$ cat src/rtl/fetch_stall_ctrl_pkg.sv
// Shared fetch-side definitions: bubble encoding, HALT opcode, timeout limits and FSM states.
package fetch_stall_ctrl_pkg;

  localparam logic [15:0] NOP_INSTR    = 16'h0800;
  localparam logic [4:0]  HALT_OP      = 5'b00000;
  localparam int          STALL_W      = 2;
  localparam int          WAIT_W       = 3;
  localparam logic [1:0]  MAX_STALL    = 2'd3;
  localparam logic [2:0]  CTRL_TIMEOUT = 3'd4;

  typedef enum logic [1:0] {
    ST_RUN       = 2'd0,
    ST_CTRL_WAIT = 2'd1,
    ST_HALTED    = 2'd2
  } state_t;

  function automatic logic is_halt(input logic [15:0] instr);
    return instr[15:11] == HALT_OP;
  endfunction

endpackage

$ cat src/rtl/fetch_stall_ctrl_sat_counter.sv
// Saturating up-counter with synchronous clear; holds at all-ones.
module fetch_stall_ctrl_sat_counter #(
  parameter int WIDTH = 2
) (
  input  logic             i_clk,
  input  logic             i_rst_n,
  input  logic             i_clr,
  input  logic             i_inc,
  output logic [WIDTH-1:0] o_count
);

  logic [WIDTH-1:0] r_count;

  always_ff @(posedge i_clk) begin
    if (!i_rst_n || i_clr) begin
      r_count <= '0;
    end else if (i_inc && (r_count != {WIDTH{1'b1}})) begin
      r_count <= r_count + {{(WIDTH-1){1'b0}}, 1'b1};
    end
  end

  assign o_count = r_count;

endmodule

$ cat src/rtl/fetch_stall_ctrl.sv
// Fetch stall controller: drives PC/FD write enables and contents from hazard and EX resolve inputs.
module fetch_stall_ctrl
  import fetch_stall_ctrl_pkg::*;
(
  input  logic        i_clk,
  input  logic        i_rst_n,
  input  logic [15:0] i_if_instr,
  input  logic [15:0] i_if_pc_plus2,
  input  logic        i_hz_nop,
  input  logic        i_hz_br_jmp,
  input  logic        i_ex_ctrl_resolved,
  input  logic        i_ex_ctrl_taken,
  input  logic [15:0] i_ex_ctrl_target,
  output logic        o_pc_we,
  output logic [15:0] o_pc_next,
  output logic        o_fd_we,
  output logic [15:0] o_fd_instr,
  output logic        o_dx_bubble,
  output logic        o_halted,
  output logic        o_err
);

  state_t              r_state;
  state_t              w_state_next;
  logic                r_halted;
  logic                r_err;
  logic                w_stall_inc;
  logic                w_stall_err;
  logic                w_wait_err;
  logic                w_wait_inc;
  logic [STALL_W-1:0]  w_stall_cnt;
  logic [WAIT_W-1:0]   w_wait_cnt;

  assign w_wait_inc  = (r_state == ST_CTRL_WAIT);
  assign w_stall_err = w_stall_inc && (w_stall_cnt == MAX_STALL);

  fetch_stall_ctrl_sat_counter #(.WIDTH(STALL_W)) u_stall_cnt (
    .i_clk   (i_clk),
    .i_rst_n (i_rst_n),
    .i_clr   (!w_stall_inc),
    .i_inc   (w_stall_inc),
    .o_count (w_stall_cnt)
  );

  fetch_stall_ctrl_sat_counter #(.WIDTH(WAIT_W)) u_wait_cnt (
    .i_clk   (i_clk),
    .i_rst_n (i_rst_n),
    .i_clr   (!w_wait_inc),
    .i_inc   (w_wait_inc),
    .o_count (w_wait_cnt)
  );

  always_comb begin
    w_state_next = r_state;
    o_pc_we      = 1'b0;
    o_pc_next    = i_if_pc_plus2;
    o_fd_we      = 1'b1;
    o_fd_instr   = i_if_instr;
    o_dx_bubble  = 1'b0;
    w_stall_inc  = 1'b0;
    w_wait_err   = 1'b0;

    case (r_state)
      ST_RUN: begin
        if (i_hz_nop) begin
          o_fd_we     = 1'b0;
          o_dx_bubble = 1'b1;
          w_stall_inc = 1'b1;
        end else if (is_halt(i_if_instr)) begin
          w_state_next = ST_HALTED;
        end else if (i_hz_br_jmp) begin
          o_pc_we      = 1'b1;
          w_state_next = ST_CTRL_WAIT;
        end else begin
          o_pc_we = 1'b1;
        end
      end
      ST_CTRL_WAIT: begin
        o_fd_instr = NOP_INSTR;
        // PC already stepped past the branch, so not-taken simply holds it.
        if (i_ex_ctrl_resolved) begin
          o_pc_we      = i_ex_ctrl_taken;
          o_pc_next    = i_ex_ctrl_target;
          w_state_next = ST_RUN;
        end else begin
          if (i_hz_nop) begin
            o_fd_we     = 1'b0;
            o_dx_bubble = 1'b1;
            w_stall_inc = 1'b1;
          end
          w_wait_err = (w_wait_cnt == CTRL_TIMEOUT);
        end
      end
      ST_HALTED: begin
        o_fd_instr = NOP_INSTR;
      end
      default: begin
        w_state_next = ST_RUN;
      end
    endcase

    if (!i_rst_n) begin
      o_pc_we     = 1'b0;
      o_fd_we     = 1'b1;
      o_fd_instr  = NOP_INSTR;
      o_dx_bubble = 1'b1;
    end
  end

  always_ff @(posedge i_clk) begin
    if (!i_rst_n) begin
      r_state  <= ST_RUN;
      r_halted <= 1'b0;
      r_err    <= 1'b0;
    end else begin
      r_state <= w_state_next;
      if (w_state_next == ST_HALTED) begin
        r_halted <= 1'b1;
      end
      if (w_stall_err || w_wait_err) begin
        r_err <= 1'b1;
      end
    end
  end

  assign o_halted = r_halted;
  assign o_err    = r_err;

endmodule

$ cat config.mk
export PLATFORM = sky130hd
export DESIGN_NAME = fetch_stall_ctrl
export DESIGN_NICKNAME = d
export VERILOG_FILES = /design/src/rtl/fetch_stall_ctrl_pkg.sv /design/src/rtl/fetch_stall_ctrl_sat_counter.sv /design/src/rtl/fetch_stall_ctrl.sv
export SDC_FILE = /design/constraint.sdc
export NUM_CORES = 1
export LEC_CHECK = 0
export CELL_PAD_IN_SITES_DETAIL_PLACEMENT = 0
export CELL_PAD_IN_SITES_GLOBAL_PLACEMENT = 1
export CORE_ASPECT_RATIO = 1.75
export CORE_MARGIN = 4
export CORE_UTILIZATION = 20
export DETAILED_ROUTE_END_ITERATION = 6
export HOLD_SLACK_MARGIN = 0.06
export PLACE_DENSITY_LB_ADDON = 0.1
export SLEW_MARGIN = 20
export SYNTH_ARGS = -nofsm -noshare
export SYNTH_HDL_FRONTEND = slang
export SYNTH_SLANG_ARGS = --single-unit
$ cat constraint.sdc
create_clock -name i_clk -period 4.6 [get_ports i_clk]
set_clock_uncertainty 0.1 [all_clocks]
set_input_delay 0.46 -clock i_clk [delete_from_list [all_inputs] [get_ports i_clk]]
set_output_delay 0.46 -clock i_clk [all_outputs]
set_load 0.005 [all_outputs]
# ---- Word level (Yosys, flattened, before mapping)
# Index checks and enable logic that the tools add are counted.
dict set report classes {
  n_mux 24
  n_reduce_logical 12
  n_eq_ne 7
  add_sub_neg 2
}
# op count
set ops {}
lappend ops {{two-way mux 16 bit} 4}
lappend ops {{two-way mux 1 bit} 12}
lappend ops {{two-way mux 2 bit} 4}
lappend ops {{== test 2 bit (second input constant)} 3}
lappend ops {{one-hot mux 1 bit (2 select lines)} 3}
lappend ops {{one-hot mux 2 bit (3 select lines)} 1}
lappend ops {{logical NOT 5 bit} 1}
lappend ops {{adder 3 x 1 -> 3 bit (second input constant)} 1}
lappend ops {{== test 3 bit (second input constant)} 1}
lappend ops {{logical AND 1 bit} 3}
lappend ops {{logical NOT 1 bit} 3}
lappend ops {{logical OR 1 bit} 3}
lappend ops {{inequality test 3 bit (second input constant)} 1}
lappend ops {{adder 2 x 1 -> 2 bit (second input constant)} 1}
lappend ops {{== test 2 x 1 -> 1 bit (second input constant)} 1}
lappend ops {{logical NOT 2 bit} 1}
lappend ops {{inequality test 2 bit (second input constant)} 1}
lappend ops {{OR reduction 2 bit} 1}
dict set report word_totals {
  in_bits 54
  output_inout_bits 37
  word_cells 50
  regBits 9
}

# ---- Logic depth before layout (Yosys ltp)
dict set report depth {
  ltp_word 5
  mapped_depth 6
  depth_no_buf 6
}

# ---- Hierarchy
# From an unflattened synthesis, not the netlist that was laid out.
dict set report hier_totals {
  hier_cells 99
  area_unflattened_um2 867.1
}
# mod n_inst cells_per_inst area_each_um2 seq_area_each_um2
set modules_own_cells {}
lappend modules_own_cells {fetch_stall_ctrl 1 77 623.1 80.1}
lappend modules_own_cells {{fetch_stall_ctrl_sat_counter at u_wait_cnt} 1 13 145.1 60.1}
lappend modules_own_cells {{fetch_stall_ctrl_sat_counter at u_stall_cnt} 1 9 98.8 40.0}

# ---- Worst setup path after synthesis
# Ideal clock, no wire load.
dict set report synth_path {
  path_kind {register to output}
  from {register r_state[1]}
  to {output o_pc_next[0]}
  slack_ns 2.761
  arrival_ns 1.279
  t_required_ns 4.040
  path_stages_with_launch 6
  n_path_buf 1
  cell_sequence {dfxtp_1 -> inv_1 -> ha_1 -> nand2_4 -> buf_6 -> mux2_4}
}
dict set report synth_via {
  elab_chain_cells 2
}
# item line
set synth_lines {}
lappend synth_lines {{from (decl)} fetch_stall_ctrl.sv:23} ;# state_t r_state;
lappend synth_lines {{from (signal assigned)} fetch_stall_ctrl.sv:116} ;# r_state <= w_state_next;
lappend synth_lines {{== test 2 x 1 -> 1 bit} fetch_stall_ctrl.sv:63} ;# case (r_state)
lappend synth_lines {{two-way mux 16 bit} fetch_stall_ctrl.sv:63}
lappend synth_lines {{to (decl)} fetch_stall_ctrl.sv:15} ;# output logic [15:0] o_pc_next,
# No other way between the ends.

# ---- Worst setup path after layout
dict set report layout_path {
  from {input i_rst_n}
  to {output o_fd_instr[1]}
}
dict set report layout_via {
  elab_chain_cells 1
}
# item line
set layout_lines {}
lappend layout_lines {{from (decl)} fetch_stall_ctrl.sv:6} ;# input logic i_rst_n,
lappend layout_lines {{two-way mux 16 bit} fetch_stall_ctrl.sv:102} ;# if (!i_rst_n) begin
lappend layout_lines {{to (decl)} fetch_stall_ctrl.sv:17} ;# output logic [15:0] o_fd_instr,
# No other way between the ends.

==> metrics.md <==
| Metric | Value |
|---|---|
| Outcome | `finished clean` |
| GR Util All Layers | `0.116` |
| Setup repair bufs after CTS | `0` |
| CTS root buf | `clkbuf_8` |
| Nets | `255` |
| RSZ-0062 raised after global routing | `no` |
| Sw frac | `0.241` |
| Power density over the cells | `172 nW/um2` |
| Largest net degree at the start of global routing | `17` |
| Final WL | `3490 um` |
| CP Max Fanout | `16` |
| Final Max Tran Viols | `0` |
| Die X-Extent | `58.6 um` |
| Pre-CTS setup slack | `1.82 ns` |
| PnR worst setup slack | `1.85 ns` |
| Most frequent cells in the layout | `90 x clkdlybuf4s50_1, 15 x and2_1, 11 x nor2_1, 10 x mux2_4, 9 x dfxtp_1` |
| Area Overhead vs Synth | `111%` |
| Antenna violations before repair | `0` |
| Crit path cell chain | `clkdlybuf4s50_1, and2b_1, and2_1, clkdlybuf4s50_1` |
| Primary FF master, synth | `dfxtp_1` |
| Worst vdd ir | `0.000166 V` |
| Switch Pwr | `0.0786 mW` |
| Synth cell types | `27` |
| CP max-delay cell | `clkdlybuf4s50_1` |
| Mean post-synth cell area | `8.96 um2` |
| DR iter-0 viols | `27` |
| Seq/Total Area, Yosys | `0.201` |
| Lkg Pwr | `0.788 nW` |
| Via count | `1062` |
| Post-CTS resize count | `0` |
| Gr ovfl total | `0` |
| Critical path endpoint category | `primary output` |
| Setup TNS | `0 ns` |
| Clk buf depth | `2` |
| Layout cells sized above 1 | `0.104` |
| Number of iterations in the first detailed-routing pass | `4` |
| Logic pwr share | `0.462` |
| Clk slew on worst S/H paths | `0.04 ns` |
| Most used cell, CP | `clkdlybuf4s50_1` |
| Die Area | `5660 um2` |
| Worst EP required | `4.04 ns` |
| PortBufs | `90` |
| Reg area | `180 um2` |
| Via density | `4.37` |
| WP data arrival | `2.19 ns` |
| Row cnt | `32` |
| Multi-input logic area | `677 um2` |
| Part of the power in registers | `0.258` |
| Ant. Diodes | `0` |
| CTS Buf Count | `3` |
| CTS Sinks | `9` |
| Placed insts | `239` |
| Critical Path Start | `i_rst_n` |
| Vias in the first global route | `1047` |
| Clk_lat worst skew | `0.23 ns` |
| Final setup fails | `0` |
| Final instance area | `1890 um2` |
| Hold Fails Final Rpt | `0` |
| CP Buf/Inv Count | `2` |
| RR Startpoint | `r_state[1]$_SDFF_PN0_` |
| Boundary Pins | `91` |
| Final antenna-violating net count | `0` |
| Worst Max-Slew Pin Slew | `0.353 ns` |
| Max-Cap Viols | `0` |
| Placer Congestion | `0.771` |
| Post-Syn Area | `896 um2` |
| Startpoint Class | `input port` |
| P_int | `0.247 mW` |
| Routed WL per cell | `14.4 um` |
| Crit share post-route | `0.598` |
| Placement Cell Area | `1840 um2` |
| DP Wirelength | `3030 um` |
| Worst Hold Class | `reg -> reg` |
| Area of the core | `4360 um2` |
| Seq cells post-synth | `9` |
| Delay-heaviest family, CP | `buffers and inverters` |
| Htree depth | `1` |
| Max-Slew Margin vs Limit | `0.762` |
| Initial Utilization | `0.205` |
| Min Clock Period, post-route | `2.75 ns` |
| Max Fclk | `0.364 GHz` |
| Die Ht | `96.5 um` |
| Syn Inst Count | `100` |
| CTS Hold Bufs | `0` |
| Number of synthesized flops with an enable pin | `0` |
| Fillers | `450` |
| CTS tree | `yes` |
| Finished Layout Cells | `243` |
| Kind of critical path | `in -> out` |
| Worst path max stage delay | `0.64 ns` |
| Syn nets | `162` |
| Clock power frac | `0.280` |
| Hold path startpoint | `o_halted$_SDFFE_PN0N_` |
| First-pass GRT wire length | `5070 um` |
| Most common cell after layout, fill and taps aside | `clkdlybuf4s50_1` |
| Post-synth ARST share | `0` |
| DRC viols | `0` |
| Ys Warns | `0` |
-- per-layer routing --
| layer | GRT usage | share of wire |
|---|---|---|
| met3 | 0.0253 | 0.096 |
| met4 | 0.0586 | 0.025 |
| met5 | 0 | 0 |
| met2 | 0.208 | 0.51 |
| met1 | 0.126 | 0.37 |
-- Yosys cell counts, types with 2 or more instances --
cell / instances / share of area
a21boi_0: 2 / 0.017
a31oi_1: 2 / 0.014
and2_1: 15 / 0.10
xor2_1: 2 / 0.020
nor2_1: 11 / 0.046
mux2_2: 6 / 0.075
mux2_4: 10 / 0.17
ha_1: 8 / 0.11
o21ai_0: 2 / 0.011
dfxtp_1: 9 / 0.20
and2b_1: 2 / 0.017
a21oi_1: 3 / 0.017
inv_1: 6 / 0.025
nand2_1: 4 / 0.017
nand2b_1: 4 / 0.028
mux2i_1: 3 / 0.034
-- sequential cells by signal, indices dropped and copies added, names as in the netlist --
signal               flops
u_wait_cnt.o_count       3
o_err                    1
u_stall_cnt.o_count      2
r_state                  2
o_halted                 1
-- layout make-up --
cell class / instances / share of cell area
Clock buffer: 4 / 0.0238
Inverter: 6 / 0.0119
Multi-Input combinational cell: 83 / 0.358
Sequential cell: 9 / 0.0954
Tap cell: 51 / 0.0338
Timing Repair Buffer: 90 / 0.477
-- cells by family (layout without fill, tap and decap cells) --
logic type,after synthesis,after routing,share of synthesized area
buffers and inverters,8,100,0.0433
XOR/XNOR,2,2,0.0196
flip-flops,9,9,0.201
AO/OA/AOI/OAI,16,16,0.116
multiplexers,19,19,0.277
adder cells (fa/ha/maj),8,8,0.112
AND/OR/NAND/NOR,38,38,0.232
-- worst paths after layout --
kind                                         endpoint  slack (ns)  depth (start not counted)
worst max-delay path                    o_fd_instr[1]        1.85                          4
worst min register to register  o_halted$_SDFFE_PN0N_        0.37                          1
worst min-delay path            o_halted$_SDFFE_PN0N_        0.37                          1
worst max register to register  r_state[0]$_SDFF_PN0_        2.94                          6
-- worst register-to-register path, stage by stage, from the launching register on --
cell and delay (ns):
dfxtp_1 0.40, inv_1 0.09, ha_1 0.28, and2b_1 0.24, o21ai_1 0.18, a21boi_0 0.20, nor2_1 0.05
-- metrics by stage --
step,power (mW),util,hold slack (ns)
after CTS,0.333,0.433,0.376
after floorplan,0.138,-,0.366
after global placement,0.235,0.423,0.370
after detailed placement,0.237,0.423,0.367
after global routing,0.345,0.433,0.396
final,0.326,0.433,0.374
-- power by group through the flow --
stage | Clock (mW) | Sequential (mW) | Combinational, mW
after detailed placement | 0 | 0.0852 | 0.152
after global routing | 0.0987 | 0.0842 | 0.162
after floorplan | 0 | 0.0847 | 0.0535
after global placement | 0 | 0.0851 | 0.150
final | 0.0913 | 0.0839 | 0.150
after CTS | 0.0961 | 0.0838 | 0.153
(Power assumes the default switching activity.)
